### src/rtl/bomb_map_pkg.sv
// Shared definitions for the bomb map block: playfield geometry constants
// and the placement handshake FSM state type.
package bomb_map_pkg;

    localparam int GRID_CELLS  = 16;
    localparam int CELL_SHIFT  = 6;
    localparam int MAP_X0      = 448;
    localparam int MAP_Y0      = 28;
    localparam int CELL_ADDR_W = 8;

    typedef enum logic [1:0] {
        IDLE,
        SCAN,
        DECIDE,
        RESP
    } place_state_t;

endpackage

### src/rtl/bomb_map_slot.sv
// One live-bomb slot: valid flag, cell address, fuse counter, pending flag.
// Ports:
//   clk, rst   pixel clock, async active-high reset
//   load       commit a new bomb at load_addr with a full fuse
//   load_addr  {y,x} of the bomb being committed
//   tick       frame tick; decrements the fuse of a live, non-pending bomb
//   clear      retire the bomb (served explosion); wins over everything
//   valid      slot holds a live bomb
//   addr       {y,x} of the bomb
//   pending    fuse has run out, explosion not yet served
module bomb_slot
    import bomb_map_pkg::*;
#(
    parameter int FUSE_FRAMES = 180
) (
    input  logic                   clk,
    input  logic                   rst,
    input  logic                   load,
    input  logic [CELL_ADDR_W-1:0] load_addr,
    input  logic                   tick,
    input  logic                   clear,
    output logic                   valid,
    output logic [CELL_ADDR_W-1:0] addr,
    output logic                   pending
);

    logic [7:0] fuse;

    always_ff @(posedge clk or posedge rst) begin
        if (rst) begin
            valid   <= 1'b0;
            addr    <= '0;
            fuse    <= '0;
            pending <= 1'b0;
        end else if (clear) begin
            valid   <= 1'b0;
            pending <= 1'b0;
        end else if (load) begin
            valid   <= 1'b1;
            addr    <= load_addr;
            fuse    <= 8'(FUSE_FRAMES);
            pending <= 1'b0;
        end else if (tick && valid && !pending) begin
            fuse <= fuse - 8'd1;
            if (fuse == 8'd1) begin
                pending <= 1'b1;
            end
        end
    end

endmodule

### src/rtl/bomb_map.sv
// Bomb position store for the 16x16 playfield.
// Ports:
//   i_pclk, i_rst      pixel clock, async active-high reset
//   i_vsync            frame tick source (rising edge)
//   i_addr / o_data    1-cycle registered lookup of map[{y,x}]
//   i_place_req/x/y    four-phase placement request
//   o_place_ack/nack   placement result, held until request falls
//   o_explode/_addr    one pulse per expiring bomb, lowest slot first
//   o_bomb_count       number of live bombs
module bomb_map
    import bomb_map_pkg::*;
#(
    parameter int MAX_BOMBS   = 4,
    parameter int FUSE_FRAMES = 180
) (
    input  logic                   i_pclk,
    input  logic                   i_rst,
    input  logic                   i_vsync,
    input  logic [CELL_ADDR_W-1:0] i_addr,
    output logic                   o_data,
    input  logic                   i_place_req,
    input  logic [3:0]             i_place_x,
    input  logic [3:0]             i_place_y,
    output logic                   o_place_ack,
    output logic                   o_place_nack,
    output logic                   o_explode,
    output logic [CELL_ADDR_W-1:0] o_explode_addr,
    output logic [3:0]             o_bomb_count
);

    localparam int IDX_W = (MAX_BOMBS > 1) ? $clog2(MAX_BOMBS) : 1;

    logic [GRID_CELLS*GRID_CELLS-1:0] map;
    logic                             vsync_q;
    logic                             tick;

    logic [MAX_BOMBS-1:0]   slot_valid, slot_pending, slot_load, slot_clear;
    logic [CELL_ADDR_W-1:0] slot_addr [MAX_BOMBS];

    logic                   serve_any;
    logic [IDX_W-1:0]       serve_idx;
    logic                   stall;
    logic                   commit;

    place_state_t           state, state_d;
    logic [CELL_ADDR_W-1:0] req_addr, req_addr_d;
    logic [IDX_W-1:0]       idx, idx_d, free_idx, free_idx_d;
    logic                   dup, dup_d, free_found, free_found_d;
    logic                   ack_d, nack_d;

    // vsync_q resets high so a vsync already high at release is not a tick.
    assign tick = i_vsync & ~vsync_q;

    for (genvar g = 0; g < MAX_BOMBS; g++) begin : g_slot
        bomb_slot #(.FUSE_FRAMES(FUSE_FRAMES)) u_slot (
            .clk      (i_pclk),
            .rst      (i_rst),
            .load     (slot_load[g]),
            .load_addr(req_addr),
            .tick     (tick),
            .clear    (slot_clear[g]),
            .valid    (slot_valid[g]),
            .addr     (slot_addr[g]),
            .pending  (slot_pending[g])
        );
    end

    // Serve arbiter: lowest pending slot first, one per cycle.
    always_comb begin
        serve_any  = 1'b0;
        serve_idx  = '0;
        slot_clear = '0;
        for (int unsigned i = 0; i < MAX_BOMBS; i++) begin
            if (slot_pending[i] && !serve_any) begin
                serve_any = 1'b1;
                serve_idx = IDX_W'(i);
            end
        end
        if (serve_any) begin
            slot_clear[serve_idx] = 1'b1;
        end
    end

    // Ticks and serves freeze the FSM, so a commit never races a slot update.
    assign stall = tick | serve_any;

    always_comb begin
        state_d      = state;
        req_addr_d   = req_addr;
        idx_d        = idx;
        dup_d        = dup;
        free_found_d = free_found;
        free_idx_d   = free_idx;
        ack_d        = o_place_ack;
        nack_d       = o_place_nack;
        commit       = 1'b0;
        slot_load    = '0;
        if (!stall) begin
            case (state)
                IDLE: begin
                    if (i_place_req && !o_place_ack && !o_place_nack) begin
                        state_d      = SCAN;
                        req_addr_d   = {i_place_y, i_place_x};
                        idx_d        = '0;
                        dup_d        = 1'b0;
                        free_found_d = 1'b0;
                        free_idx_d   = '0;
                    end
                end
                SCAN: begin
                    if (!slot_valid[idx] && !free_found) begin
                        free_found_d = 1'b1;
                        free_idx_d   = idx;
                    end
                    if (slot_valid[idx] && slot_addr[idx] == req_addr) begin
                        dup_d = 1'b1;
                    end
                    if (idx == IDX_W'(MAX_BOMBS - 1)) begin
                        state_d = DECIDE;
                    end else begin
                        idx_d = idx + 1'b1;
                    end
                end
                DECIDE: begin
                    if (dup || !free_found) begin
                        nack_d = 1'b1;
                    end else begin
                        commit = 1'b1;
                        ack_d  = 1'b1;
                        slot_load[free_idx] = 1'b1;
                    end
                    state_d = RESP;
                end
                RESP: begin
                    if (!i_place_req) begin
                        ack_d   = 1'b0;
                        nack_d  = 1'b0;
                        state_d = IDLE;
                    end
                end
                default: state_d = IDLE;
            endcase
        end
    end

    always_ff @(posedge i_pclk or posedge i_rst) begin
        if (i_rst) begin
            state        <= IDLE;
            req_addr     <= '0;
            idx          <= '0;
            dup          <= 1'b0;
            free_found   <= 1'b0;
            free_idx     <= '0;
            o_place_ack  <= 1'b0;
            o_place_nack <= 1'b0;
        end else begin
            state        <= state_d;
            req_addr     <= req_addr_d;
            idx          <= idx_d;
            dup          <= dup_d;
            free_found   <= free_found_d;
            free_idx     <= free_idx_d;
            o_place_ack  <= ack_d;
            o_place_nack <= nack_d;
        end
    end

    always_ff @(posedge i_pclk or posedge i_rst) begin
        if (i_rst) begin
            map            <= '0;
            vsync_q        <= 1'b1;
            o_data         <= 1'b0;
            o_explode      <= 1'b0;
            o_explode_addr <= '0;
            o_bomb_count   <= '0;
        end else begin
            vsync_q        <= i_vsync;
            o_data         <= map[i_addr];
            o_explode      <= serve_any;
            o_explode_addr <= serve_any ? slot_addr[serve_idx] : '0;
            if (serve_any) begin
                map[slot_addr[serve_idx]] <= 1'b0;
                o_bomb_count              <= o_bomb_count - 4'd1;
            end else if (commit) begin
                map[req_addr] <= 1'b1;
                o_bomb_count  <= o_bomb_count + 4'd1;
            end
        end
    end

endmodule

### config.mk
export PLATFORM = sky130hd
export DESIGN_NAME = bomb_map
export DESIGN_NICKNAME = d
export VERILOG_FILES = /design/src/rtl/bomb_map_pkg.sv /design/src/rtl/bomb_map_slot.sv /design/src/rtl/bomb_map.sv
export SDC_FILE = /design/constraint.sdc
export NUM_CORES = 1
export LEC_CHECK = 0
export BUFFER_PORTS_ARGS = -buffer_cell sky130_fd_sc_hd__clkbuf_2
export CORE_ASPECT_RATIO = 0.75
export CORE_MARGIN = 2
export CORE_UTILIZATION = 60
export CTS_CLUSTER_SIZE = 30
export DETAILED_ROUTE_END_ITERATION = 7
export GPL_ROUTABILITY_DRIVEN = 0
export GPL_TIMING_DRIVEN = 0
export PLACE_DENSITY = 0.77
export SYNTH_ARGS = -nofsm -noshare
export SYNTH_HDL_FRONTEND = slang
export SYNTH_HIERARCHICAL = 1
export SYNTH_SLANG_ARGS = --single-unit
### constraint.sdc
create_clock -name i_pclk -period 27.9 [get_ports i_pclk]
set_input_delay 5.58 -clock i_pclk [delete_from_list [all_inputs] [get_ports i_pclk]]
set_output_delay 5.58 -clock i_pclk [all_outputs]
set_load 0.01 [all_outputs]
# Word-level counts from Yosys, hierarchy flattened
# Index checks and enable logic that the tools add are counted.
[op_classes] magnitude_cmp=12 n_addsub=7 multipliers=0 shift=0 div_mod_pow=0 mux=88 bitwise_logic=13 n_eq_ne=17 n_reduce_logical=70
[op_table] operator="$mux W256" n=2
[op_table] operator="$and A256 B256 Y256" n=1
[op_table] operator="$not A256 Y256" n=1
[op_table] operator="$or A256 B256 Y256" n=1
[op_table] operator="$mux W8" n=13
[op_table] operator="$mux W1" n=44
[op_table] operator="$bmux W8 S2" n=2
[op_table] operator="$eq A8 B1 Y1 const B" n=4
[op_table] operator="$sub A8 B1 Y8 const B" n=4
[op_table] operator="$lt A8 B9 Y1 const B" n=3
[op_table] operator="$mux W4" n=6
[op_table] operator="$reduce_and A2 Y1" n=12
[op_table] operator="$reduce_and A4 Y1" n=6
[op_table] operator="$reduce_bool A3 Y1" n=8
[op_table] operator="$reduce_bool A2 Y1" n=11
[op_table] operator="$logic_and A1 B1 Y1" n=19
[op_table] operator="$demux W1 S8" n=2
[op_table] operator="$ge A8 B1 Y1 const B" n=2
[op_table] operator="$mux W2" n=8
[op_table] operator="$ne A2 B2 Y1 const B" n=8
[op_table] operator="$logic_not A1 Y1" n=11
[op_table] operator="$lt A2 B3 Y1 const B" n=3
[op_table] operator="$bmux W1 S8" n=1
[op_table] operator="$eq A8 B8 Y1" n=1
[op_table] operator="19 further kinds" n=34
[totals] ff_bits=361 latch_bits=0 memories=0 out_inout_bits=16 ramBits=0 mem_bits_ro=0

# Depth between registers and ports, before layout
# Gate-level depths: netlist of the first run.
[logic_depth] ltp_word=21 depth_mapped=11

# Cells and area by module
# The synthesis of the first run kept the hierarchy.
[modules_own_cells] mod="bomb_map" area_each_um2=14904.3 cells_each=1372 seq_area_each_um2=7233.2 n_inst=1
[modules_own_cells] mod="bomb_slot" area_each_um2=839.6 cells_each=89 seq_area_each_um2=450.4 n_inst=4

# Worst setup path after synthesis of the first run
# No wires, ideal clock.
[synth_timing] kind="input port to flip-flop" from="in i_addr[0]" to="reg o_data" path_stages=8 setup_ns=0.140 arrival_ns=7.463 path_slack_ns=20.298 t_required_ns=27.760 cell_sequence="buf_2 > buf_2 > buf_4 > mux2_2 > a2111oi_0 > a211oi_1 > a2111oi_0 > a211oi_1"
[synth_via] elab_chain_cells=2
[synth_rtl] item="start: declaration" line_no="bomb_map.sv:19" text="input logic [CELL_ADDR_W-1:0] i_addr,"
[synth_rtl] item="$bmux W1 S8" line_no="bomb_map.sv:178" text="o_data <= map[i_addr];"
[synth_rtl] item="$mux W1 (not written as such)" line_no="bomb_map.sv:178"
[synth_rtl] item="end signal: assignment" line_no="bomb_map.sv:178"
[synth_rtl] item="end: declaration" line_no="bomb_map.sv:20" text="output logic o_data,"
# Every way passes these cells. The select of a mux whose other input is x is not followed.
# A chain may end at the register's enable or synchronous reset.

# Final worst setup path of the first run
[layout_timing] from="in i_addr[3]" to="reg o_data"
# Same word-level chain as after synthesis.

==> results of run 1 <==
-- metrics by stage --
stage	std cells	hold WS (ps)
floorplan	1728	457
global route	2223	505
detailed placement	2160	480
CTS	2223	487
finish	2224	496
global placement	2158	454
-- state kept, by name, summed over array words and instances, names as in the netlist, 2 cells and up --
register / count
g_slot.u_slot/addr: 32
state: 2
idx: 2
g_slot.u_slot/pending: 4
g_slot.u_slot/valid: 4
o_bomb_count: 4
map: 256
req_addr: 8
g_slot.u_slot/fuse: 32
o_explode_addr: 8
free_idx: 2
-- cell usage after synthesis, types with 5 or more instances --
cell type and n:
a21oi_2 31, nor2_1 64, clkbuf_1 46, o21ai_0 13, a22o_1 9, nand2_1 140, ha_1 15, inv_1 26
a2111oi_0 6, nor3_4 16, o211ai_1 7, dfrtp_1 360, o22ai_1 24, o31ai_1 17, a21oi_1 486, buf_2 37
nor4_1 11, buf_4 29, mux4_2 47, or3_1 9, buf_6 9, nor3_2 9, xor2_1 9, or4_1 8
nor2_2 5, nand2b_1 27, mux2i_1 70, nor3_1 27, nand3_1 22, nor2_4 12, mux2_2 9, nor2b_1 22
-- report_power, final --
group	total (mW)	switching [mW]	internal [mW]
logic	0.785	0.519	0.266
clock network	0.539	0.212	0.327
registers	0.748	0.105	0.643
-- cell families after synthesis --
logic type | Yosys count | share of synthesized area (%)
adder cells (fa/ha/maj) | 16 | 1.14
XOR/XNOR | 11 | 0.528
AO/OA/AOI/OAI | 632 | 19.9
buffers and inverters | 153 | 4.43
multiplexers | 126 | 10.2
AND/OR/NAND/NOR | 429 | 14.4
flip-flops | 361 | 49.5
-- worst max-delay path by stage --
stage | cells past startpoint | endpoint | startpoint
2_1_floorplan | 1 | dup | i_rst
3_3_place_gp | 2 | map[97] | i_rst
3_5_place_dp | 8 | o_data | i_addr[0]
4_1_cts | 8 | o_data | i_addr[0]
5_1_grt | 8 | o_data | i_addr[0]
6_report | 9 | o_data | i_addr[3]
-- metal layers --
metal	vias to the layer above	global-route usage (%)	wire length, um
li1	6464	-	-
met1	7615	53.0	22500
met2	1091	50.3	23500
met3	187	14.4	8720
met4	0	12.8	1940
met5	-	0	0
-- final cells by class --
class / instances / area share, %
Timing Repair Buffer: 33 / 1.04
Clock buffer: 53 / 5.56
Buffer: 124 / 3.39
Clock inverter: 10 / 0.882
Tap cell: 399 / 2.46
Multi-Input combinational cell: 1214 / 41.5
Inverter: 29 / 0.635
Antenna cell: 1 / 0.0123
Sequential cell: 361 / 44.5
==> flow_metrics.tcl, run 1 <==
set metrics [dict create \
    status "finished with violations" \
    violations "DRC" \
    clockBufferDepth 3 \
    wl_um 56700 \
    p_total_mw 2.07 \
    layout-drive-gt1-share_pct 18.6 \
    crit_top_cell "buf_2" \
    vias 15400 \
    synth_cell_types 91 \
    post-route-min-period_ps 8040 \
    place_area_um2 19000 \
    die_w_um 205 \
    multi_input_area_um2 8420 \
    max_slew.worst_pin.slew_ps 1160 \
    synth_edf_count 0 \
    layout_common_cells "486 x a21oi_1, 360 x dfrtp_1, 140 x nand2_1" \
    setup_violations 0 \
    drtPass1Iterations 8 \
    critPathTopFamily "buffers and inverters" \
    required_ps 28320 \
    nNetsFinal 1836 \
    syn_inst 1728 \
    crit_type "in2reg" \
    synth.net_count 1764 \
    grt_max_degree 125 \
    endpoint_kind "flop" \
    relSlewSlack_pct 21.7 \
    worstPathArrival_ps 8460 \
    grtUsageTotal_pct 36.7 \
    p_leak_nw 9.20 \
    ant_nets 0 \
    antenna_found_initial 1 \
    hpwl_um 40100 \
    yosys-top-cells-area "dfrtp_1 49%, a21oi_1 13%, mux4_2 5.8%" \
    cts-root-buf "clkbuf_16" \
    slew_viol_final 0 \
    setup_ws_ps 19860 \
    cpMaxStageDelayCell "buf_1" \
    yosysTopAreaCell "dfrtp_1" \
    yosysSeqAreaShare_pct 49.5 \
    fin_crit_sh_pct 28.8 \
    clock_sinks 361 \
    cts.htree.levels 2 \
    critPathLaunchType "input port" \
    min_delay_worst_endpoint "o_bomb_count[3]" \
    register_area_um2 9030 \
    grt_pass1_vias 15100 \
    fp.dieH_um 155 \
    yosysWarningCount 6 \
    synthFlopType "dfrtp_1" \
    design_area_um2 20300 \
    start_util_pct 60.7 \
    postCtsSetupBuffers 0 \
    clock_latency_ps 560 \
    hp-class "reg2reg" \
    cts_inserted_buffers 37 \
    r2r_cells 9 \
    clkSlewWorstSetupHoldPaths_ps 60 \
    ios 36 \
    rows 55 \
    wl_per_cell_um 25.5 \
    cts_tree "yes" \
    drc 12 \
    fp.dieArea_um2 31900 \
    synth_area_um2 18300 \
    path_max_fanout 10 \
    synth_seq_cells 361 \
    fin_util_pct 67.5 \
    rsz0062_at_grt "false" \
    grt_pass1_wl_um 88100 \
    slowest_delay_ps 710 \
    r2r_start "g_slot[3].u_slot/pending" \
    critical_path_buf_inv_count 3 \
    path_cells "buf_2, buf_2, buf_1, nor2_1, a22o_1, nor4_1, nor4b_1, nor3b_1, a211oi_1" \
    ir_drop_v 0.0000749 \
    reg2reg_setup_slack_ps 24330 \
    fmax_mhz 124 \
    fillCellCount 2256 \
    layout.cells.most_common "a21oi_1" \
    hold_buffers 0 \
    fin_tns_setup_ps 0 \
    synthToLayoutAreaGrowth_pct 11.1 \
    vias_per_cell 6.91 \
    hp-start "o_bomb_count[3]" \
    r2r-end "g_slot[2].u_slot/addr[3]" \
    avgSynthCellArea_um2 10.6 \
    io_buffers 31 \
    async_flop_share_pct 100 \
    hold_depth 1 \
    post-place-ws_ps 19500 \
    grt.overflow.total 0 \
    core-area_um2 30100 \
    hold_viol 0 \
    power.density_nw_per_um2 102 \
    first_iter_violations 2297 \
    post_cts_resized 0 \
    maxCapViolCount 0 \
    synth_top_area_share_pct 49.3 \
    fin_skew_ps 22.8 \
]
(Power assumes the default switching activity.)
==> inputs of run 2 (changes only) <==
==> constraint.sdc (replaced) <==
create_clock -name i_pclk -period 7.75 [get_ports i_pclk]
set_input_delay 1.55 -clock i_pclk [delete_from_list [all_inputs] [get_ports i_pclk]]
set_output_delay 1.55 -clock i_pclk [all_outputs]
set_load 0.01 [all_outputs]
==> run 2 against run 1 <==
The flow now finishes without violations; sequential power rose to 3.6 times the previous value; flip-flop and latch count did not move; total power increased to 3.6 times the previous value; combinational power grew to 3.6 times the previous value; utilization grew 0.087 points; clock power grew to 3.5 times the previous value; worst hold slack got worse by 14 ps; critical path type unchanged; critical endpoint unchanged.
==> flow_metrics.tcl, run 2 (synthesis results as in run 1) <==
set metrics [dict create \
    status "finished clean" \
    postCtsSetupBuffers 0 \
    relSlewSlack_pct 19.8 \
    post-route-min-period_ps 3980 \
    fp.dieH_um 155 \
    post-place-ws_ps 3350 \
    setup_ws_ps 3770 \
    grt_pass1_wl_um 88500 \
    place_area_um2 19100 \
    cts_tree "yes" \
    power.density_nw_per_um2 365 \
    drc 0 \
    post_cts_resized 0 \
    critPathLaunchType "input port" \
    cts_inserted_buffers 36 \
    fin_tns_setup_ps 0 \
    required_ps 8160 \
    hp-class "reg2reg" \
    rsz0062_at_grt "false" \
    holdWs_ps 482 \
    critPathTopFamily "compound AO/OA/AOI/OAI gates" \
    slew_viol_final 0 \
    synthToLayoutAreaGrowth_pct 11.3 \
    largest-register "map" \
    cts-root-buf "clkbuf_16" \
    grt.overflow.total 0 \
    layout_common_cells "486 x a21oi_1, 360 x dfrtp_1, 140 x nand2_1" \
    grtUsageTotal_pct 36.8 \
    crit_type "in2reg" \
    fin_util_pct 67.6 \
    fp.dieArea_um2 31900 \
    vias_per_cell 6.91 \
    io_buffers 31 \
    clock_latency_ps 560 \
    setup_violations 0 \
    rows 55 \
    antenna_found_initial 1 \
    maxCapViolCount 0 \
    wl_um 57600 \
    largest_reg_flops 256 \
    cts.htree.levels 2 \
    diodes 0 \
    path_max_fanout 10 \
    hold_viol 0 \
    vias 15400 \
    layout.cells.most_common "a21oi_1" \
    ir_drop_v 0.000284 \
    ios 36 \
    worstPathArrival_ps 4390 \
    cpMaxStageDelayCell "a2111oi_0" \
    wl_per_cell_um 25.8 \
    max_slew.worst_pin.slew_ps 1190 \
    clockBufferDepth 3 \
    path_cells "buf_2, buf_2, buf_4, mux2_2, a2111oi_0, a211oi_1, a2111oi_0, a211oi_1" \
    slowest_delay_ps 590 \
    fin_skew_ps 30.4 \
    fmax_mhz 251 \
    reg_top3 "map (256), g_slot.u_slot/addr (32), g_slot.u_slot/fuse (32)" \
    critical_path_buf_inv_count 3 \
    layout-drive-gt1-share_pct 18.9 \
    design_area_um2 20300 \
    die_w_um 205 \
    ant_nets 0 \
    clkSlewWorstSetupHoldPaths_ps 60 \
    grt_max_degree 44 \
    core-area_um2 30100 \
    hpwl_um 40800 \
    hold_buffers 0 \
    first_iter_violations 2195 \
    p_leak_nw 9.21 \
    fin_crit_sh_pct 51.3 \
    drtPass1Iterations 6 \
    endpoint_kind "flop" \
    start_util_pct 60.7 \
    nNetsFinal 1840 \
    grt_pass1_vias 15200 \
    clock_sinks 361 \
]
run 2: worst reg2reg max path, cell delays in order (launching register included):
cell	delay (ps)
dfrtp_1	550
nor4_2	360
buf_4	260
nand3_4	230
buf_2	320
nor3b_1	660
nand2b_1	370
clkbuf_1	400
nand2_1	180
nand2_1	60
run 2: worst paths after layout:
| check | start | to | slack [ps] | cells past startpoint |
|---|---|---|---|---|
| setup / recovery | i_addr[0] | o_data | 3770 | 8 |
| hold / removal | o_bomb_count[3] | o_bomb_count[3] | 480 | 1 |
| setup reg to reg | g_slot[3].u_slot/pending | g_slot[2].u_slot/addr[2] | 4250 | 9 |
| hold reg to reg | o_bomb_count[3] | o_bomb_count[3] | 480 | 1 |
| max in group asynchronous | i_rst | map[41] | 5190 | 6 |
| min in group asynchronous | i_rst | o_explode_addr[7] | 1190 | 2 |
run 2: through the flow:
stage	cells	total power, mW
floorplan	1728	4.66
global placement	2158	5.32
detailed placement	2165	5.46
CTS	2231	7.33
global route	2231	7.75
finish	2231	7.42
run 2: cell type report:
| cell class | count | area, um2 |
|---|---|---|
| buffer | 124 | 688 |
| inverter | 29 | 125 |
| timing repair buffer | 38 | 295 |
| multi-input combinational | 1214 | 8420 |
| sequential | 361 | 9030 |
| clock inverter | 18 | 228 |
| fill | 2238 | 9750 |
| clock buffer | 48 | 1030 |
| tap | 399 | 499 |
run 2: layer usage:
layer,wire (um),part of all wire (%),vias up,track usage (%)
met1,23000,40,7677,52.8
li1,-,-,6466,-
met3,8250,14,194,13.8
met5,0,0,-,0
met2,24300,42,1082,51.9
met4,1990,3.5,0,11.7
run 2: where the power goes:
| part | switching, mW | leakage, nW | internal, mW |
|---|---|---|---|
| Clock | 0.779 | 0.620 | 1.11 |
| Sequential | 0.379 | 4.89 | 2.32 |
| Combinational | 1.88 | 3.70 | 0.964 |
==> inputs of run 3 (changes only) <==
--- a/config.mk
+++ b/config.mk
@@ -5,6 +5,7 @@
 export SDC_FILE = /design/constraint.sdc
 export NUM_CORES = 1
 export LEC_CHECK = 0
+export ABC_AREA = 1
 export BUFFER_PORTS_ARGS = -buffer_cell sky130_fd_sc_hd__clkbuf_2
 export CORE_ASPECT_RATIO = 0.75
 export CORE_MARGIN = 2
==> constraint.sdc (replaced) <==
create_clock -name i_pclk -period 4.12 [get_ports i_pclk]
set_input_delay 0.824 -clock i_pclk [delete_from_list [all_inputs] [get_ports i_pclk]]
set_output_delay 0.824 -clock i_pclk [all_outputs]
set_load 0.01 [all_outputs]
==> run 3 against run 2 <==
The flow now finishes with violations (DRC); flip-flop and latch count unchanged; final area up 5.9%; via count up 19%; global-route usage up 6.3 points; sequential share of layout area down 2.5 points; combinational power up 45%; total power up 64%; count of clock-buffer cells in the layout up 9; clock power up 94%; die area up 6.0%; final cell count up 23%; clock skew up 0.56 ps; critical endpoint is now g_slot[2].u_slot/addr[0]; highest routed layer is now met5.
==> flow_metrics.tcl, run 3 <==
set metrics [dict create \
    critPathLaunchType "flop" \
    max_slew.worst_pin.slew_ps 1400 \
    fp.dieH_um 160 \
    layout.cells.most_common "nand2_1" \
    vias 18400 \
    avgSynthCellArea_um2 8.66 \
    core-area_um2 31500 \
    path_cells "nor2_4, nand3_2, nor2_4, nand2_4, buf_1, nor3_1, nand2_4, buf_6, mux2_4" \
    ant_nets 0 \
    async_flop_share_pct 100 \
    drtPass1Iterations 8 \
    post_cts_resized 0 \
    place_area_um2 20200 \
    grt_max_degree 43 \
    setup_ws_ps 529 \
    io_buffers 31 \
    grt.overflow.total 0 \
    fin_crit_sh_pct 87.2 \
    largest_reg_flops 256 \
    fp.dieArea_um2 33800 \
    status "finished with violations" \
    synthFlopType "dfrtp_1" \
    critical_path_buf_inv_count 2 \
    r2r_start "g_slot[1].u_slot/pending" \
    slew_viol_final 0 \
    hold_viol 0 \
    largest-register "map" \
    fin_skew_ps 31.0 \
    layout_common_cells "455 x nand2_1, 360 x dfrtp_1, 300 x nand3_1" \
    cts_inserted_buffers 38 \
    synth_top_area_share_pct 46.5 \
    fin_tns_setup_ps 0 \
    crit_start "g_slot[1].u_slot/pending" \
    postCtsSetupBuffers 0 \
    post-place-ws_ps 473 \
    yosysSeqAreaShare_pct 46.6 \
    p_total_mw 12.1 \
    nNetsFinal 2355 \
    holdWs_ps 302 \
    dpl.cell_count 2685 \
    post-route-min-period_ps 3590 \
    required_ps 4550 \
    relSlewSlack_pct 6.69 \
    layout-drive-gt1-share_pct 12.4 \
    hold_buffers 0 \
    fmax_mhz 278 \
    yosysTopAreaCell "dfrtp_1" \
    slowest_delay_ps 900 \
    cts_tree "yes" \
    cp.depth 9 \
    yosysWarningCount 6 \
    start_util_pct 61.5 \
    path_max_fanout 10 \
    first_iter_violations 3222 \
    endpoint_kind "flop" \
    maxCapViolCount 0 \
    hp-class "in2async" \
    yosys-top-cells-area "dfrtp_1 46%, nand2_1 8.8%, nand3_1 7.7%" \
    design_area_um2 21500 \
    clock_latency_ps 570 \
    cts.htree.levels 2 \
    clock_sinks 361 \
    clkSlewWorstSetupHoldPaths_ps 60 \
    synthToLayoutAreaGrowth_pct 11.0 \
    synth_cell_types 54 \
    grt_pass1_vias 17600 \
    p_leak_nw 9.89 \
    ys_top_cells_by_count "455 x nand2_1, 360 x dfrtp_1, 300 x nand3_1" \
    rows 56 \
    antenna_found_initial 3 \
    synth.net_count 2276 \
    grt_pass1_wl_um 108000 \
    r2r-end "g_slot[2].u_slot/addr[0]" \
    synth_edf_count 0 \
    reg_top3 "map (256), g_slot.u_slot/addr (32), g_slot.u_slot/fuse (32)" \
    grtUsageTotal_pct 43.1 \
    ios 36 \
    reg2reg_setup_slack_ps 530 \
    rsz0062_at_grt "false" \
    r2r_cells 9 \
    synth_area_um2 19400 \
    synth_seq_cells 361 \
    cpMaxStageDelayCell "nor3_1" \
    critPathTopFamily "simple AND/OR/NAND/NOR gates" \
    synth_most_common_cell "nand2_1" \
    violations "DRC" \
    die_w_um 212 \
    worstPathArrival_ps 4020 \
    crit_end "g_slot[2].u_slot/addr[0]" \
    cts-root-buf "clkbuf_16" \
    wl_per_cell_um 26.2 \
    crit_type "reg2reg" \
    setup_violations 0 \
    ir_drop_v 0.000362 \
    fillCellCount 2486 \
    vias_per_cell 6.67 \
    clockBufferDepth 3 \
    fin_util_pct 68.2 \
    drc 8 \
    power.density_nw_per_um2 565 \
    hpwl_um 49500 \
    wl_um 72100 \
    fin_cells 2754 \
    syn_inst 2240 \
]
run 3: cell types whose count changed in the layout (fill, tap and decap cells not counted), moves of 27 or more:
cell,change
a21oi_1,-436
nand2_1,+315
nand3_1,+278
nor2_1,+199
a2bb2oi_1,+145
inv_1,+96
o21bai_1,+88
mux2i_1,-69
a21boi_0,+49
mux4_2,-47
a21boi_1,+41
a21oi_2,-29
nand2b_1,-27
run 3: area by class of cell:
class | instances | area (um2) | area share (%)
multi-input cells | 1614 | 9180 | 42.7
flip-flops and latches | 361 | 9030 | 42.0
clock buffers | 57 | 1170 | 5.42
plain buffers | 128 | 658 | 3.06
inverters | 137 | 520 | 2.42
well taps | 406 | 508 | 2.36
repair buffers | 39 | 315 | 1.47
clock inverters | 10 | 128 | 0.593
diodes | 2 | 5.00 | 0.0233
run 3: how the worst min path moves through the flow:
| stage | from | to | slack, ps | depth (start not counted) |
|---|---|---|---|---|
| 2_1_floorplan | map[37] | map[37] | 460 | 2 |
| 3_3_place_gp | o_bomb_count[3] | o_bomb_count[3] | 460 | 1 |
| 3_5_place_dp | o_bomb_count[3] | o_bomb_count[3] | 470 | 1 |
| 4_1_cts | i_rst | o_explode_addr[7] | 290 | 2 |
| 5_1_grt | i_rst | o_explode_addr[7] | 320 | 2 |
| 6_report | i_rst | o_explode_addr[7] | 300 | 2 |
run 3: cell families after synthesis:
group | synth area share (%)
DFF | 46.6
adders and majority gates | 1.07
buffers and inverters | 6.06
and+or+nand+nor | 26.9
AOI/OAI and AO/OA | 16.5
xor gates and xnor gates | 0.226
muxes | 2.59
run 3: power by group:
group	switching (mW)	internal [mW]	total [mW]
Sequential	0.422	3.96	4.38
Combinational	2.99	1.14	4.13
Clock	1.50	2.14	3.64
run 3: metal layers:
metal / part of all wire (%) / GRT usage (%) / routed length [um]
met1: 38 / 58.8 / 27200
met2: 38 / 54.8 / 27300
met3: 19 / 24.7 / 13500
met4: 5.5 / 18.9 / 3960
met5: 0.18 / 1.15 / 130
